File: config.mk
export PLATFORM = sky130hd
export DESIGN_NAME = load_txn_ctrl_gen
export DESIGN_NICKNAME = d
export VERILOG_FILES = /design/src/rtl/vlsu_pkg.sv /design/src/rtl/Queue.sv /design/src/rtl/load_beat_expander.sv /design/src/rtl/load_txn_ctrl_gen.sv
export SDC_FILE = /design/constraint.sdc
export NUM_CORES = 1
export LEC_CHECK = 0
export CORE_ASPECT_RATIO = 0.7
export CORE_UTILIZATION = 34
export CTS_CLUSTER_DIAMETER = 50
export DETAILED_ROUTE_END_ITERATION = 8
export PLACE_DENSITY_LB_ADDON = 0.2
export SLEW_MARGIN = 10
export SYNTH_ARGS = -nofsm -noshare
export SYNTH_HDL_FRONTEND = slang
export SYNTH_HIERARCHICAL = 1
export SYNTH_SLANG_ARGS = --single-unit
File: constraint.sdc
create_clock -name clk_i -period 16.4 [get_ports clk_i]
set_clock_uncertainty 0.1 [all_clocks]
set_input_delay 2.46 -clock clk_i [delete_from_list [all_inputs] [get_ports clk_i]]
set_output_delay 2.46 -clock clk_i [all_outputs]
set_load 0.05 [all_outputs]
File: src/rtl/vlsu_pkg.sv
// Shared types and constants for the sequential load datapath front end.
package vlsu_pkg;

   // Bus geometry for the load path.
   localparam int unsigned AxiDataWidth = 128;
   localparam int unsigned AxiAddrWidth = 64;
   localparam int unsigned B            = AxiDataWidth / 8;   // bytes per beat
   localparam int unsigned busNibbles   = AxiDataWidth / 4;   // nibbles per beat
   localparam int unsigned Page4K       = 4096;
   localparam int unsigned MaxBeats     = 256;

   localparam int unsigned OffW = $clog2(B);                  // byte offset within a beat
   localparam int unsigned LbnW = $clog2(busNibbles) + 1;     // holds 0..busNibbles

   // Per-beat record handed to the sequential load controller.
   typedef struct packed {
      logic [AxiAddrWidth:0] addr;         // nibble address
      logic                  isHead;
      logic [7:0]            rmnBeat;
      logic [LbnW-1:0]       lbN;
      logic                  isFinalBeat;
   } txn_ctrl_t;

   // One issued burst, queued between AR issue and beat expansion.
   typedef struct packed {
      logic [AxiAddrWidth-1:0] addr;       // burst start byte address
      logic [7:0]              len;        // beats - 1
      logic [LbnW-1:0]         lbN;        // valid nibbles in the last beat
      logic                    is_final;   // last burst of the request
   } ld_desc_t;

   typedef enum logic [1:0] {
      S_IDLE,
      S_CALC,
      S_ISSUE
   } split_state_e;

endpackage

File: src/rtl/Queue.sv
// Small synchronous FIFO; FLOW=1 lets data pass straight through when empty.
module Queue #(
   parameter int unsigned DEPTH = 4,
   parameter bit          FLOW  = 1'b0,
   parameter type         T     = logic
) (
   input  logic clk_i,
   input  logic rst_ni,
   input  logic enq_valid_i,
   output logic enq_ready_o,
   input  T     enq_data_i,
   output logic deq_valid_o,
   input  logic deq_ready_i,
   output T     deq_data_o
);

   localparam int unsigned PtrW = (DEPTH > 1) ? $clog2(DEPTH) : 1;
   localparam int unsigned CntW = $clog2(DEPTH + 1);

   T                mem [DEPTH];
   logic [PtrW-1:0] wr_ptr, rd_ptr;
   logic [CntW-1:0] count;
   logic            empty, full, push, pop, bypass, do_wr, do_rd;

   assign empty       = (count == '0);
   assign full        = (count == CntW'(DEPTH));
   assign enq_ready_o = !full;
   assign deq_valid_o = !empty || (FLOW && enq_valid_i);
   assign deq_data_o  = (FLOW && empty) ? enq_data_i : mem[rd_ptr];

   assign push   = enq_valid_i && enq_ready_o;
   assign pop    = deq_valid_o && deq_ready_i;
   assign bypass = FLOW && empty && push && pop;
   assign do_wr  = push && !bypass;
   assign do_rd  = pop && !bypass;

   // Pointers and occupancy; push and pop in the same cycle both take effect.
   always_ff @(posedge clk_i) begin
      if (!rst_ni) begin
         wr_ptr <= '0;
         rd_ptr <= '0;
         count  <= '0;
      end else begin
         if (do_wr) wr_ptr <= (wr_ptr == PtrW'(DEPTH - 1)) ? '0 : wr_ptr + 1'b1;
         if (do_rd) rd_ptr <= (rd_ptr == PtrW'(DEPTH - 1)) ? '0 : rd_ptr + 1'b1;
         if (do_wr && !do_rd)      count <= count + 1'b1;
         else if (do_rd && !do_wr) count <= count - 1'b1;
      end
   end

   // Storage array.
   // NOTE: the array has no reset; an entry is only read after it was written, and
   // leaving it out of reset keeps it a plain RAM.
   always_ff @(posedge clk_i) begin
      if (do_wr) mem[wr_ptr] <= enq_data_i;
   end

endmodule

File: src/rtl/load_beat_expander.sv
// Expands one burst descriptor into one txn_ctrl record per R beat.
module load_beat_expander
   import vlsu_pkg::*;
(
   input  logic      clk_i,
   input  logic      rst_ni,
   input  logic      desc_valid_i,
   output logic      desc_ready_o,
   input  ld_desc_t  desc_i,
   output logic      txn_ctrl_valid_o,
   input  logic      txn_ctrl_ready_i,
   output txn_ctrl_t txn_ctrl_o
);

   ld_desc_t                desc_q;
   logic                    held_q;
   logic [7:0]              k_q;
   logic [7:0]              rmn;
   logic                    last_beat, txn_fire, load;
   logic [AxiAddrWidth-1:0] beat_addr;

   assign rmn              = desc_q.len - k_q;
   assign last_beat        = (rmn == 8'd0);
   assign txn_ctrl_valid_o = rst_ni && held_q;
   assign txn_fire         = txn_ctrl_valid_o && txn_ctrl_ready_i;
   // Reload on the last beat's handshake so consecutive bursts run without a bubble.
   assign desc_ready_o     = rst_ni && (!held_q || (txn_fire && last_beat));
   assign load             = desc_valid_i && desc_ready_o;

   // Descriptor holding register and beat counter.
   always_ff @(posedge clk_i) begin
      if (!rst_ni) begin
         desc_q <= '0;
         held_q <= 1'b0;
         k_q    <= '0;
      end else if (load) begin
         desc_q <= desc_i;
         held_q <= 1'b1;
         k_q    <= '0;
      end else if (txn_fire) begin
         if (last_beat) begin
            held_q <= 1'b0;
            k_q    <= '0;
         end else begin
            k_q <= k_q + 8'd1;
         end
      end
   end

   // Record fields: the head beat keeps the unaligned start, later beats are beat-aligned.
   always_comb begin
      beat_addr = {desc_q.addr[AxiAddrWidth-1:OffW], OffW'(0)}
                + (AxiAddrWidth'(k_q) << OffW);
      txn_ctrl_o.addr        = (k_q == 8'd0) ? {desc_q.addr, 1'b0} : {beat_addr, 1'b0};
      txn_ctrl_o.isHead      = (k_q == 8'd0);
      txn_ctrl_o.rmnBeat     = rmn;
      txn_ctrl_o.lbN         = last_beat ? desc_q.lbN : LbnW'(busNibbles);
      txn_ctrl_o.isFinalBeat = desc_q.is_final && last_beat;
   end

endmodule

File: src/rtl/load_txn_ctrl_gen.sv
// Splits a contiguous load request into 4KB-safe AXI4 INCR bursts and feeds the
// per-beat expander through a descriptor FIFO, so AR issue can run ahead of R data.
module load_txn_ctrl_gen
   import vlsu_pkg::*;
#(
   parameter int unsigned ReqLenWidth = 16,
   parameter int unsigned DescDepth   = 4
) (
   input  logic                    clk_i,
   input  logic                    rst_ni,
   input  logic                    req_valid_i,
   output logic                    req_ready_o,
   input  logic [AxiAddrWidth-1:0] req_addr_i,
   input  logic [ReqLenWidth-1:0]  req_nbytes_i,
   output logic                    ar_valid_o,
   input  logic                    ar_ready_i,
   output logic [AxiAddrWidth-1:0] ar_addr_o,
   output logic [7:0]              ar_len_o,
   output logic [2:0]              ar_size_o,
   output logic [1:0]              ar_burst_o,
   output logic                    txn_ctrl_valid_o,
   input  logic                    txn_ctrl_ready_i,
   output txn_ctrl_t               txn_ctrl_o
);

   split_state_e            state_q, state_d;
   logic [AxiAddrWidth-1:0] cur_addr_q;
   logic [ReqLenWidth-1:0]  rem_bytes_q, burst_bytes_q;
   logic [7:0]              len_q;
   logic [LbnW-1:0]         lbn_q;
   logic                    final_q;

   logic                    req_fire, ar_fire;
   logic                    enq_ready, deq_valid, deq_ready;
   ld_desc_t                enq_desc, deq_desc;

   logic [OffW-1:0]         off_c;
   logic [31:0]             to_page_c, to_max_c, bb_c, span_c;
   logic [8:0]              beats_c;
   logic [LbnW-1:0]         lbn_c;

   assign req_fire   = req_valid_i && req_ready_o;
   assign ar_fire    = ar_valid_o && ar_ready_i;
   assign ar_addr_o  = cur_addr_q;
   assign ar_len_o   = len_q;
   assign ar_size_o  = 3'(OffW);
   assign ar_burst_o = 2'b01;

   // Splitter state register.
   // NOTE: clocked state uses non-blocking assignments so every flop samples
   // pre-edge values regardless of process ordering.
   always_ff @(posedge clk_i) begin
      if (!rst_ni) state_q <= S_IDLE;
      else         state_q <= state_d;
   end

   // Splitter next-state logic.
   // NOTE: state_d gets a default before the case so no path leaves it unassigned,
   // which would otherwise infer a latch.
   always_comb begin
      state_d = state_q;
      unique case (state_q)
         S_IDLE:  if (req_fire && (req_nbytes_i != '0)) state_d = S_CALC;
         S_CALC:  state_d = S_ISSUE;
         S_ISSUE: if (ar_fire) state_d = final_q ? S_IDLE : S_CALC;
         default: state_d = S_IDLE;
      endcase
   end

   // Splitter outputs; everything handshake-related is forced low while in reset.
   always_comb begin
      req_ready_o = rst_ni && (state_q == S_IDLE);
      ar_valid_o  = rst_ni && (state_q == S_ISSUE) && enq_ready;
   end

   // Next burst geometry: limited by remaining bytes, the 4KB page and 256 beats.
   always_comb begin
      off_c     = cur_addr_q[OffW-1:0];
      to_page_c = 32'(Page4K) - 32'(cur_addr_q[11:0]);
      to_max_c  = 32'(MaxBeats * B) - 32'(off_c);
      bb_c      = 32'(rem_bytes_q);
      if (to_page_c < bb_c) bb_c = to_page_c;
      if (to_max_c < bb_c)  bb_c = to_max_c;
      span_c    = 32'(off_c) + bb_c;
      beats_c   = 9'((span_c + 32'(B) - 32'd1) >> OffW);
      lbn_c     = LbnW'((((span_c - 32'd1) & 32'(B - 1)) + 32'd1) << 1);
   end

   // Request bookkeeping and the registered burst geometry driving AR.
   always_ff @(posedge clk_i) begin
      if (!rst_ni) begin
         cur_addr_q    <= '0;
         rem_bytes_q   <= '0;
         burst_bytes_q <= '0;
         len_q         <= '0;
         lbn_q         <= '0;
         final_q       <= 1'b0;
      end else begin
         unique case (state_q)
            S_IDLE: if (req_fire) begin
               cur_addr_q  <= req_addr_i;
               rem_bytes_q <= req_nbytes_i;
            end
            S_CALC: begin
               burst_bytes_q <= ReqLenWidth'(bb_c);
               len_q         <= 8'(beats_c - 9'd1);
               lbn_q         <= lbn_c;
               final_q       <= (bb_c == 32'(rem_bytes_q));
            end
            S_ISSUE: if (ar_fire) begin
               cur_addr_q  <= cur_addr_q + AxiAddrWidth'(burst_bytes_q);
               rem_bytes_q <= rem_bytes_q - burst_bytes_q;
            end
            default: ;
         endcase
      end
   end

   assign enq_desc = '{addr: cur_addr_q, len: len_q, lbN: lbn_q, is_final: final_q};

   Queue #(
      .DEPTH (DescDepth),
      .FLOW  (1'b0),
      .T     (ld_desc_t)
   ) u_desc_fifo (
      .clk_i       (clk_i),
      .rst_ni      (rst_ni),
      .enq_valid_i (ar_fire),
      .enq_ready_o (enq_ready),
      .enq_data_i  (enq_desc),
      .deq_valid_o (deq_valid),
      .deq_ready_i (deq_ready),
      .deq_data_o  (deq_desc)
   );

   load_beat_expander u_expander (
      .clk_i            (clk_i),
      .rst_ni           (rst_ni),
      .desc_valid_i     (deq_valid),
      .desc_ready_o     (deq_ready),
      .desc_i           (deq_desc),
      .txn_ctrl_valid_o (txn_ctrl_valid_o),
      .txn_ctrl_ready_i (txn_ctrl_ready_i),
      .txn_ctrl_o       (txn_ctrl_o)
   );

endmodule

== Yosys cells after proc, flatten, opt, wreduce, memory -nomap -nowiden ==
Memories as Yosys holds them, arrays and structs flattened. A register that Yosys moved wholly into a read port is not among the register bits.
Index checks and enable logic that the tools add are counted.
Cells by class
  reduce and logical (&&, ||, !) cells: 35
  add/subtract/negate cells: 17
  order comparisons: 2
  eq/ne operators: 9
  bitwise operators: 1
  muxes and demuxes: 24
Operators by type and width (count)
  $mux W64: 2
  $pmux W64 S2: 1
  $mux W65: 1
  $add A64 B12 Y64: 1
  $add A64 B16 Y64: 1
  $mux W32: 2
  $eq A32 B16 Y1: 1
  $lt A32 B16 Y1: 1
  $lt A32 B32 Y1: 1
  $mux W16: 2
  $pmux W16 S2: 1
  $logic_not A8 Y1: 2
  $reduce_bool A16 Y1: 1
  $sub A16 B16 Y16: 1
  $logic_and A1 B1 Y1: 15
  $sub A13 B12 Y14 const A: 1
  $sub A13 B4 Y14 const A: 1
  $add A12 B5 Y12 const B: 1
  $add A4 B12 Y12: 1
  $sub A12 B1 Y12 const B: 1
  $add A8 B1 Y8 const B: 1
  $mux W2: 4
  $mux W8: 1
  $reduce_bool A2 Y1: 4
  other kinds (24): 40
Storage, ports and cells
  register bits after elaboration: 134
  memory bits (writable): 312
  memories kept: 1
  logic and storage cells: 102
Memory list
  u_desc_fifo.mem: words 4, bits a word 78, read ports 1, clocked after Yosys merged registers in 1, write ports 1, RTL line Queue.sv:20  | T mem [DEPTH];

== Longest topological paths before layout ==
  word-level depth: 9
  depth in mapped cells: 41

== Modules after synthesis ==
Netlist, hierarchy kept.
Modules (own cells, without submodules)
  Queue: cells an instance 464, sequential area each 9669.3 um^2, times used 1, area each 11861.4 um^2
  load_txn_ctrl_gen: cells an instance 1168, sequential area each 2242.2 um^2, times used 1, area each 8876.0 um^2
  load_beat_expander: cells an instance 732, sequential area each 1761.7 um^2, times used 1, area each 5780.5 um^2

== Worst setup path before layout ==
Ideal clock, no wire load.
  kind: register to register
  start point: register cur_addr_q[1] (netlist: ar_addr_o[1])
  end point: register len_q[7] (netlist: ar_len_o[7])
  cell stages (with the launch flop): 38
  arrival time: 8429 ps
  setup slack: 7749 ps
  cells stage by stage: dfxtp_1 -> inv_1 -> ha_1 -> or3b_1 -> buf_2 -> nor4_1 -> xnor2_1 -> ha_1 -> a41o_1 -> a211oi_1 -> o21a_1 -> a21o_4 -> buf_6 -> buf_2 -> buf_1 -> a21oi_1 -> ha_1 -> and4_1 -> [2 not listed] -> a21oi_2 -> a21o_1 -> buf_4 -> clkbuf_1 -> clkbuf_1 -> a21oi_1 -> ha_1 -> nor2b_1 -> o21ai_0 -> nor2b_1 -> o221ai_1 -> nor3_2 -> o211ai_4 -> or4b_1 -> a21boi_1 -> xor2_1 -> and3_1 -> nor3_2
Between the ends
  longest elaborated chain between the ends: 9
  elaborated cells between the ends (all ways): 10
Ends and longest elaborated chain
  start, declared: RTL line load_txn_ctrl_gen.sv:27  | logic [AxiAddrWidth-1:0] cur_addr_q;
  start signal, assigned: RTL line load_txn_ctrl_gen.sv:101  | cur_addr_q <= req_addr_i;
  start signal, assigned: RTL line load_txn_ctrl_gen.sv:111  | cur_addr_q <= cur_addr_q + AxiAddrWidth'(burst_bytes_q);
  $sub A13 B12 Y14: RTL line load_txn_ctrl_gen.sv:79  | to_page_c = 32'(Page4K) - 32'(cur_addr_q[11:0]);
  $lt A32 B16 Y1: RTL line load_txn_ctrl_gen.sv:82  | if (to_page_c < bb_c) bb_c = to_page_c;
  $mux W32: RTL line load_txn_ctrl_gen.sv:82
  $lt A32 B32 Y1: RTL line load_txn_ctrl_gen.sv:83  | if (to_max_c < bb_c) bb_c = to_max_c;
  $mux W32 (*): RTL line load_txn_ctrl_gen.sv:83
  named net bb_c[2]: RTL line load_txn_ctrl_gen.sv:38  | logic [31:0] to_page_c, to_max_c, bb_c, span_c;
  $add A4 B12 Y12 (*): RTL line load_txn_ctrl_gen.sv:84  | span_c = 32'(off_c) + bb_c;
  $add A12 B5 Y12 (*): RTL line load_txn_ctrl_gen.sv:85  | beats_c = 9'((span_c + 32'(B) - 32'd1) >> OffW);
  $sub A12 B1 Y12 (*): RTL line load_txn_ctrl_gen.sv:85
  $sub A8 B1 Y8 (*): RTL line load_txn_ctrl_gen.sv:106  | len_q <= 8'(beats_c - 9'd1);
  end signal, assigned: RTL line load_txn_ctrl_gen.sv:106
  end, declared: RTL line load_txn_ctrl_gen.sv:29  | logic [7:0] len_q;
Mark *: on every way through the listed nets, which the timed path passes. The rest lies on a longest branch.
A chain may end at the register's enable or synchronous reset.

== Worst setup path after layout ==
Ends and elaborated chain as after synthesis.

==> results_dict.tcl <==
set metrics [dict create \
    reg2reg_to "ar_len_o[7]$_SDFFE_PN0N_" \
    ys_top_cells_by_area "edfxtp_1, dfxtp_1, mux4_2" \
    place_congestion 0.877 \
    synth_top_family_by_area "simple AND/OR/NAND/NOR gates" \
    timing.max_cap.violations 0 \
    p_seq_share_pct 32.0 \
    synth_flop_cell "edfxtp_1" \
    htree_levels 2 \
    cts_resized 0 \
    synth-compound-area-share_pct 11.5 \
    grt_start_max_net_pins 79 \
    synth.avg_cell_area_um2 11.2 \
    rsz0062_at_grt "false" \
    post-cts-setup-buffer-count 0 \
    utilization_pct 41.5 \
    synthSimpleGateAreaFrac_pct 14.4 \
    post_route_cells_drive_above_1_share_pct 10.1 \
    drtAntennaViolNets 0 \
    synthesis.area_um2 26500 \
    hold_violations 0 \
    start_kind "register" \
    die_h_um 236 \
    ys_seq_area_share_pct 51.6 \
    hold_depth 2 \
    p_comb_share_pct 43.0 \
    hold_buffers 0 \
    critPathMaxStageDelay_ns 0.60 \
    start_util_pct 34.4 \
    detail_route.vias_per_cell 5.43 \
    antenna_found_initial 6 \
    ys_ff_latch 525 \
    fin_crit_ns 9.61 \
    grt_pass1_vias 19200 \
    leakagePower_nw 11.4 \
    cts_buffer_depth 3 \
    dr.pass1.iters 6 \
    crit_required_ns 16.80 \
    critical_path.slowest_cell "or3b_1" \
    final_cells 3663 \
    num_vias 19900 \
    fin_total_pwr_mw 5.49 \
    setup_viol 0 \
    top_layer "met5" \
    area_delta_synth_final_pct 20.6 \
    synthCells 2364 \
    cellPowerDensity_nw_per_um2 172 \
    met2WireLength_um 34200 \
    wl_met3_um 6470 \
    hpwlAfterDp_um 59200 \
    drv_slew 0 \
    reg2reg_from "ar_addr_o[1]$_SDFFE_PN0P_" \
    synthArstFlopShare_pct 0 \
    drc_errors 0 \
    cts-root-buf "clkbuf_16" \
    outcome "completed" \
    synth_edf_count 316 \
    p_int_mw 3.22 \
    relSlewSlack_pct 24.8 \
    p_switching_mw 2.26 \
    wire_per_inst_um 23.0 \
    die-area_um2 79100 \
    max_freq_mhz 104 \
    worstSkewPairLatency_ns 0.63 \
    cts_tree "built" \
    fillers 7342 \
    switching_share_pct 41.3 \
    synthXorXnorAreaFrac_pct 3.96 \
    synth_top_area_cell "edfxtp_1" \
    rows 85 \
    port_buffers 239 \
    period_share_pct 58.6 \
    rrSetupSlack_ns 6.79 \
    reg2reg_depth 32 \
    drt_iter0_markers 1948 \
    core-area_um2 77000 \
    wirelength_met1_um 42100 \
    peakVddDrop_uv 114 \
    cts_buffers 59 \
    crit_type "register to register" \
    yosys.area_share.adder_pct 4.56 \
    grt.total_usage_pct 21.0 \
    critPathArrivalTime_ns 10.01 \
    clkPwrFrac_pct 25.0 \
    die_x_um 336 \
    min_path_type "register to register" \
    gr-total-overflow 0 \
    final.setup.tns_ns 0 \
    critPathCaptureType "register" \
    yosys_warnings 6 \
    clk_pin_slew_ns 0.06 \
    timing.critical_path.fanout_max 30 \
    io-pin-count 246 \
    placedCellCount 3551 \
    holdPathEnd "u_expander/desc_q[6]$_SDFFE_PN0P_" \
    synthMuxAreaShare_pct 10.4 \
    synth_top_area_share_pct 35.8 \
    grt_pass1_wl_um 125000 \
    clkSinkCount 525 \
    drt_wl_total_um 84100 \
    min_from "u_expander/desc_q[6]$_SDFFE_PN0P_" \
    worst_pin_slew_ns 1.13 \
    synth_cell_types 101 \
    nets 2746 \
]
## power groups by stage
| stage | registers (mW) | logic, mW | clock network [mW] |
|---|---|---|---|
| floorplan | 1.73 | 1.72 | 0 |
| global placement | 1.78 | 2.35 | 0 |
| detailed placement | 1.79 | 2.37 | 0 |
| CTS | 1.76 | 2.37 | 1.40 |
| global route | 1.79 | 2.53 | 1.46 |
| finish | 1.76 | 2.36 | 1.37 |
## worst max path at each step
stage          cells after the start  slack, ns                 startpoint                  endpoint
3_5_place_dp                      32       6.92  ar_addr_o[1]$_SDFFE_PN0P_  ar_len_o[7]$_SDFFE_PN0N_
4_1_cts                           32       6.91  ar_addr_o[1]$_SDFFE_PN0P_  ar_len_o[7]$_SDFFE_PN0N_
3_3_place_gp                      32       7.17  ar_addr_o[1]$_SDFFE_PN0P_  ar_len_o[7]$_SDFFE_PN0N_
2_1_floorplan                     37       7.75  ar_addr_o[1]$_SDFFE_PN0P_  ar_len_o[7]$_SDFFE_PN0N_
6_report                          32       6.79  ar_addr_o[1]$_SDFFE_PN0P_  ar_len_o[7]$_SDFFE_PN0N_
5_1_grt                           33       6.19  ar_addr_o[1]$_SDFFE_PN0P_  ar_len_o[7]$_SDFFE_PN0N_
## through the flow
stage	hold slack, ns	area [um2]	worst slack [ns]
final	0.355	32000	6.79
after CTS	0.360	32000	6.91
after floorplan	0.333	26500	7.75
after global routing	0.375	32000	6.19
after detailed placement	0.352	29900	6.92
after global placement	0.339	29900	7.17
## cells in the final DEF, fill, tap and decap left out, types with 20 or more instances in the layout
master	count
xnor2_1	71
clkdlybuf4s50_1	238
xor2_1	47
nor2_1	120
nand4_1	38
edfxtp_1	316
dfxtp_1	207
a21o_1	26
and3_1	47
a311oi_1	20
o21ai_0	91
nand3_1	47
a21oi_1	108
and2_1	24
inv_1	81
mux2i_1	88
a211oi_1	58
mux4_2	79
nor3_1	64
ha_1	87
nor4_1	21
nand2_1	313
clkbuf_16	60
buf_4	30
## logic make-up after synthesis
logic type | count (synthesis)
AO/OA/AOI/OAI | 450
buffers and inverters | 220
flip-flops | 525
XOR/XNOR | 119
multiplexers | 172
AND/OR/NAND/NOR | 782
other | 3
adder cells (fa/ha/maj) | 93
## state kept, by name, summed over array words and instances (netlist names), named ones only
name / cells
rem_bytes_q: 16
lbn_q: 5
u_desc_fifo/count: 3
u_expander/held_q: 1
u_desc_fifo/rd_ptr: 2
u_expander/k_q: 8
u_desc_fifo/mem: 316
u_expander/desc_q: 79
burst_bytes_q: 16
u_desc_fifo/wr_ptr: 2
state_q: 2
ar_addr_o: 64
ar_len_o: 8
final_q: 1
## layout make-up
cell class                 instances  area, um2  area share (%)
clock buffer                      66       1550            4.86
inverter                          87        327            1.02
timing repair buffer             269       2620            8.19
multi-input combinational       1626      12000            37.5
antenna                            2       5.00          0.0157
clock inverter                    44        484            1.51
tap                             1044       1310            4.09
sequential                       525      13700            42.8
## synth_stat cells (all sizes together), types with 5 or more instances
| library cell | n |
|---|---|
| nor2b | 18 |
| xor2 | 47 |
| nand3 | 47 |
| o21a | 15 |
| o21ai | 94 |
| or2 | 5 |
| dfxtp | 209 |
| nor3 | 67 |
| edfxtp | 316 |
| and2 | 26 |
| o221ai | 6 |
| o211ai | 18 |
| mux2i | 92 |
| and4 | 17 |
| mux4 | 79 |
| ha | 87 |
| or3 | 18 |
| fa | 6 |
| o31ai | 12 |
| nor2 | 123 |
| nand4 | 38 |
| nor3b | 7 |
| a41oi | 6 |
| inv | 85 |
| buf | 38 |
| a311oi | 21 |
| o311ai | 5 |
| clkbuf | 95 |
| and3 | 51 |
| a211oi | 59 |
| a21o | 27 |
| nand2 | 314 |
| a22oi | 5 |
| o2111ai | 5 |
| xnor2 | 72 |
| nor4 | 23 |
| a21boi | 11 |
| a21oi | 111 |
| nand2b | 11 |
| a31oi | 13 |
## critical path, delay by kind of cell, from the launching register on
| kind | cells | cell delay [ns] |
|---|---|---|
| buf+inv | 2 | 0.49 |
| flops | 1 | 0.43 |
| compound gates | 14 | 3.65 |
| fa+ha+maj | 4 | 1.31 |
| simple gates | 10 | 3.02 |
| xor+xnor | 2 | 0.46 |
## per-layer routing
layer  GRT usage, %  up-vias
met5              0        -
met4           4.16        2
met3           3.95       90
met2           29.1      641
met1           33.5     9900
li1               -     9258
Power figures use the tool's default switching activity.
==> edit, RTL diff (config.mk and constraints unchanged) <==
`FLOW` is set to 1'b0 in 2 places; all go to 1'b1.
--- a/src/rtl/Queue.sv
+++ b/src/rtl/Queue.sv
@@ -3,3 +3,3 @@
    parameter int unsigned DEPTH = 4,
-   parameter bit          FLOW  = 1'b0,
+   parameter bit          FLOW  = 1'b1,
    parameter type         T     = logic
--- a/src/rtl/load_txn_ctrl_gen.sv
+++ b/src/rtl/load_txn_ctrl_gen.sv
@@ -122,3 +122,3 @@
       .DEPTH (DescDepth),
-      .FLOW  (1'b0),
+      .FLOW  (1'b1),
       .T     (ld_desc_t)
Formal check against the unedited RTL: not equivalent (a bounded check fails within 4 cycles, from zero or initial values and one cycle with rst_ni low).
==> edit against the unedited design <==
Area after synthesis grew 9.5%. Sequential cell count is the same. Final area grew 8.2%. Setup slack lost 0.054 ns. Routed wire length grew 19%. Total power grew 33%. Highest routed layer is now met4.
==> edit: results (changes against the unedited design) <==
Hold Slack 0.386 ns (was 0.355 ns); 1st-iter DRT viols 2302 (was 1948); post-synth cell types 100 (was 101); Synth async-reset ratio 0% (unchanged); f_max 104 MHz (about the same); clock share of power 20.4% (was 25.0%); top cell family by delay on the critical path simple AND/OR/NAND/NOR gates (was compound AO/OA/AOI/OAI gates); met2 global-route usage 32.1% (was 29.1%); status finished, final reports clean (unchanged); met2 wire length 41300 um (was 34200 um); Placed Cells 3923 (was 3551); Int Power 0.00379 W (was 0.00322 W); antenna violations before repair 1 (was 6); RR Endpoint ar_len_o[5] (was ar_len_o[7]); GR Layer Usage met3 4.27% (was 3.95%); Synth area leaders edfxtp_1 33%, dfxtp_1 14%, mux4_2 6.1% (was edfxtp_1 36%, dfxtp_1 16%, mux4_2 6.7%); fin util 41.0% (was 41.5%); switching fraction of total power 48.1% (was 41.3%); Filler cells 8137 (was 7342); Crit Path Max Fanout 28 (was 30); gr usage total 22.9% (was 21.0%); drt pass-1 iters 5 (was 6); hpwl dp 69700 um (was 59200 um); Post-synth top cells 316 x edfxtp_1, 240 x nand2_1, 209 x dfxtp_1 (was 316 x edfxtp_1, 314 x nand2_1, 209 x dfxtp_1); CP Launch Type flop (unchanged); first-pass GRT wire length 149000 um (was 125000 um); Min-Delay Startpoint burst_bytes_q[5] (was u_expander/desc_q[6]); worst vdd ir 0.331 mV (was 0.114 mV); Worst Setup EP ar_len_o[5] (was ar_len_o[7]); R2R depth 35 (was 32); Synth Area in Adders 4.16% (was 4.56%); met1 Use GR 35.8% (was 33.5%); vias in the first global route 22344 (was 19226); Wirelength per Cell 24.7 um (was 23.0 um); multiplexer share of the synthesized area 9.52% (was 10.4%); DRT met1 WL 50100 um (was 42100 um); r2r setup slk 6.74 ns (was 6.79 ns); H-tree depth 3 (was 2); pre-CTS WS 6.94 ns (was 6.92 ns); Lkg Pwr 12.1 nW (was 11.4 nW); max layer used met4 (was met5); WHS Endpoint burst_bytes_q[5] (was u_expander/desc_q[6]); Slew @ Worst Pin 1.10 ns (was 1.13 ns); GP Congestion 0.871 (was 0.877); largest net degree at the start of global routing 97 (was 79); CTS Buf Count 66 (was 59); vias 23405 (was 19891); vias per cell 5.78 (was 5.43); Combinational Power Share 55.3% (was 43.0%); layout cells sized above 1 12.6% (was 10.1%); register area share after synthesis 47.1% (was 51.6%)
[edit: cell count changes after synthesis, sizes merged, moves of 16 or more]
| cell | change |
|---|---|
| nand2 | -73 |
| o311ai | +78 |
| and3 | +92 |
| a2bb2oi | +77 |
| mux2 | +80 |
| clkbuf | +44 |
| nor3 | -19 |
| o21ai | +81 |
| xor2 | -16 |
| mux2i | -85 |
| nand3 | +28 |
[edit: logic make-up after synthesis]
logic type / after synthesis
compound gates: 711
fa+ha+maj: 93
xor+xnor: 113
mux: 167
other cells: 3
buf+inv: 274
flops: 525
simple gates: 804
[edit: cell type report]
cell class / instances / share of cell area [%]
well taps: 1137 / 4.11
clock buffers: 80 / 5.08
inverters: 83 / 0.900
diodes: 1 / 0.00723
flip-flops and latches: 525 / 39.5
clock inverters: 42 / 1.35
multi-input cells: 1899 / 41.2
repair buffers: 279 / 7.79
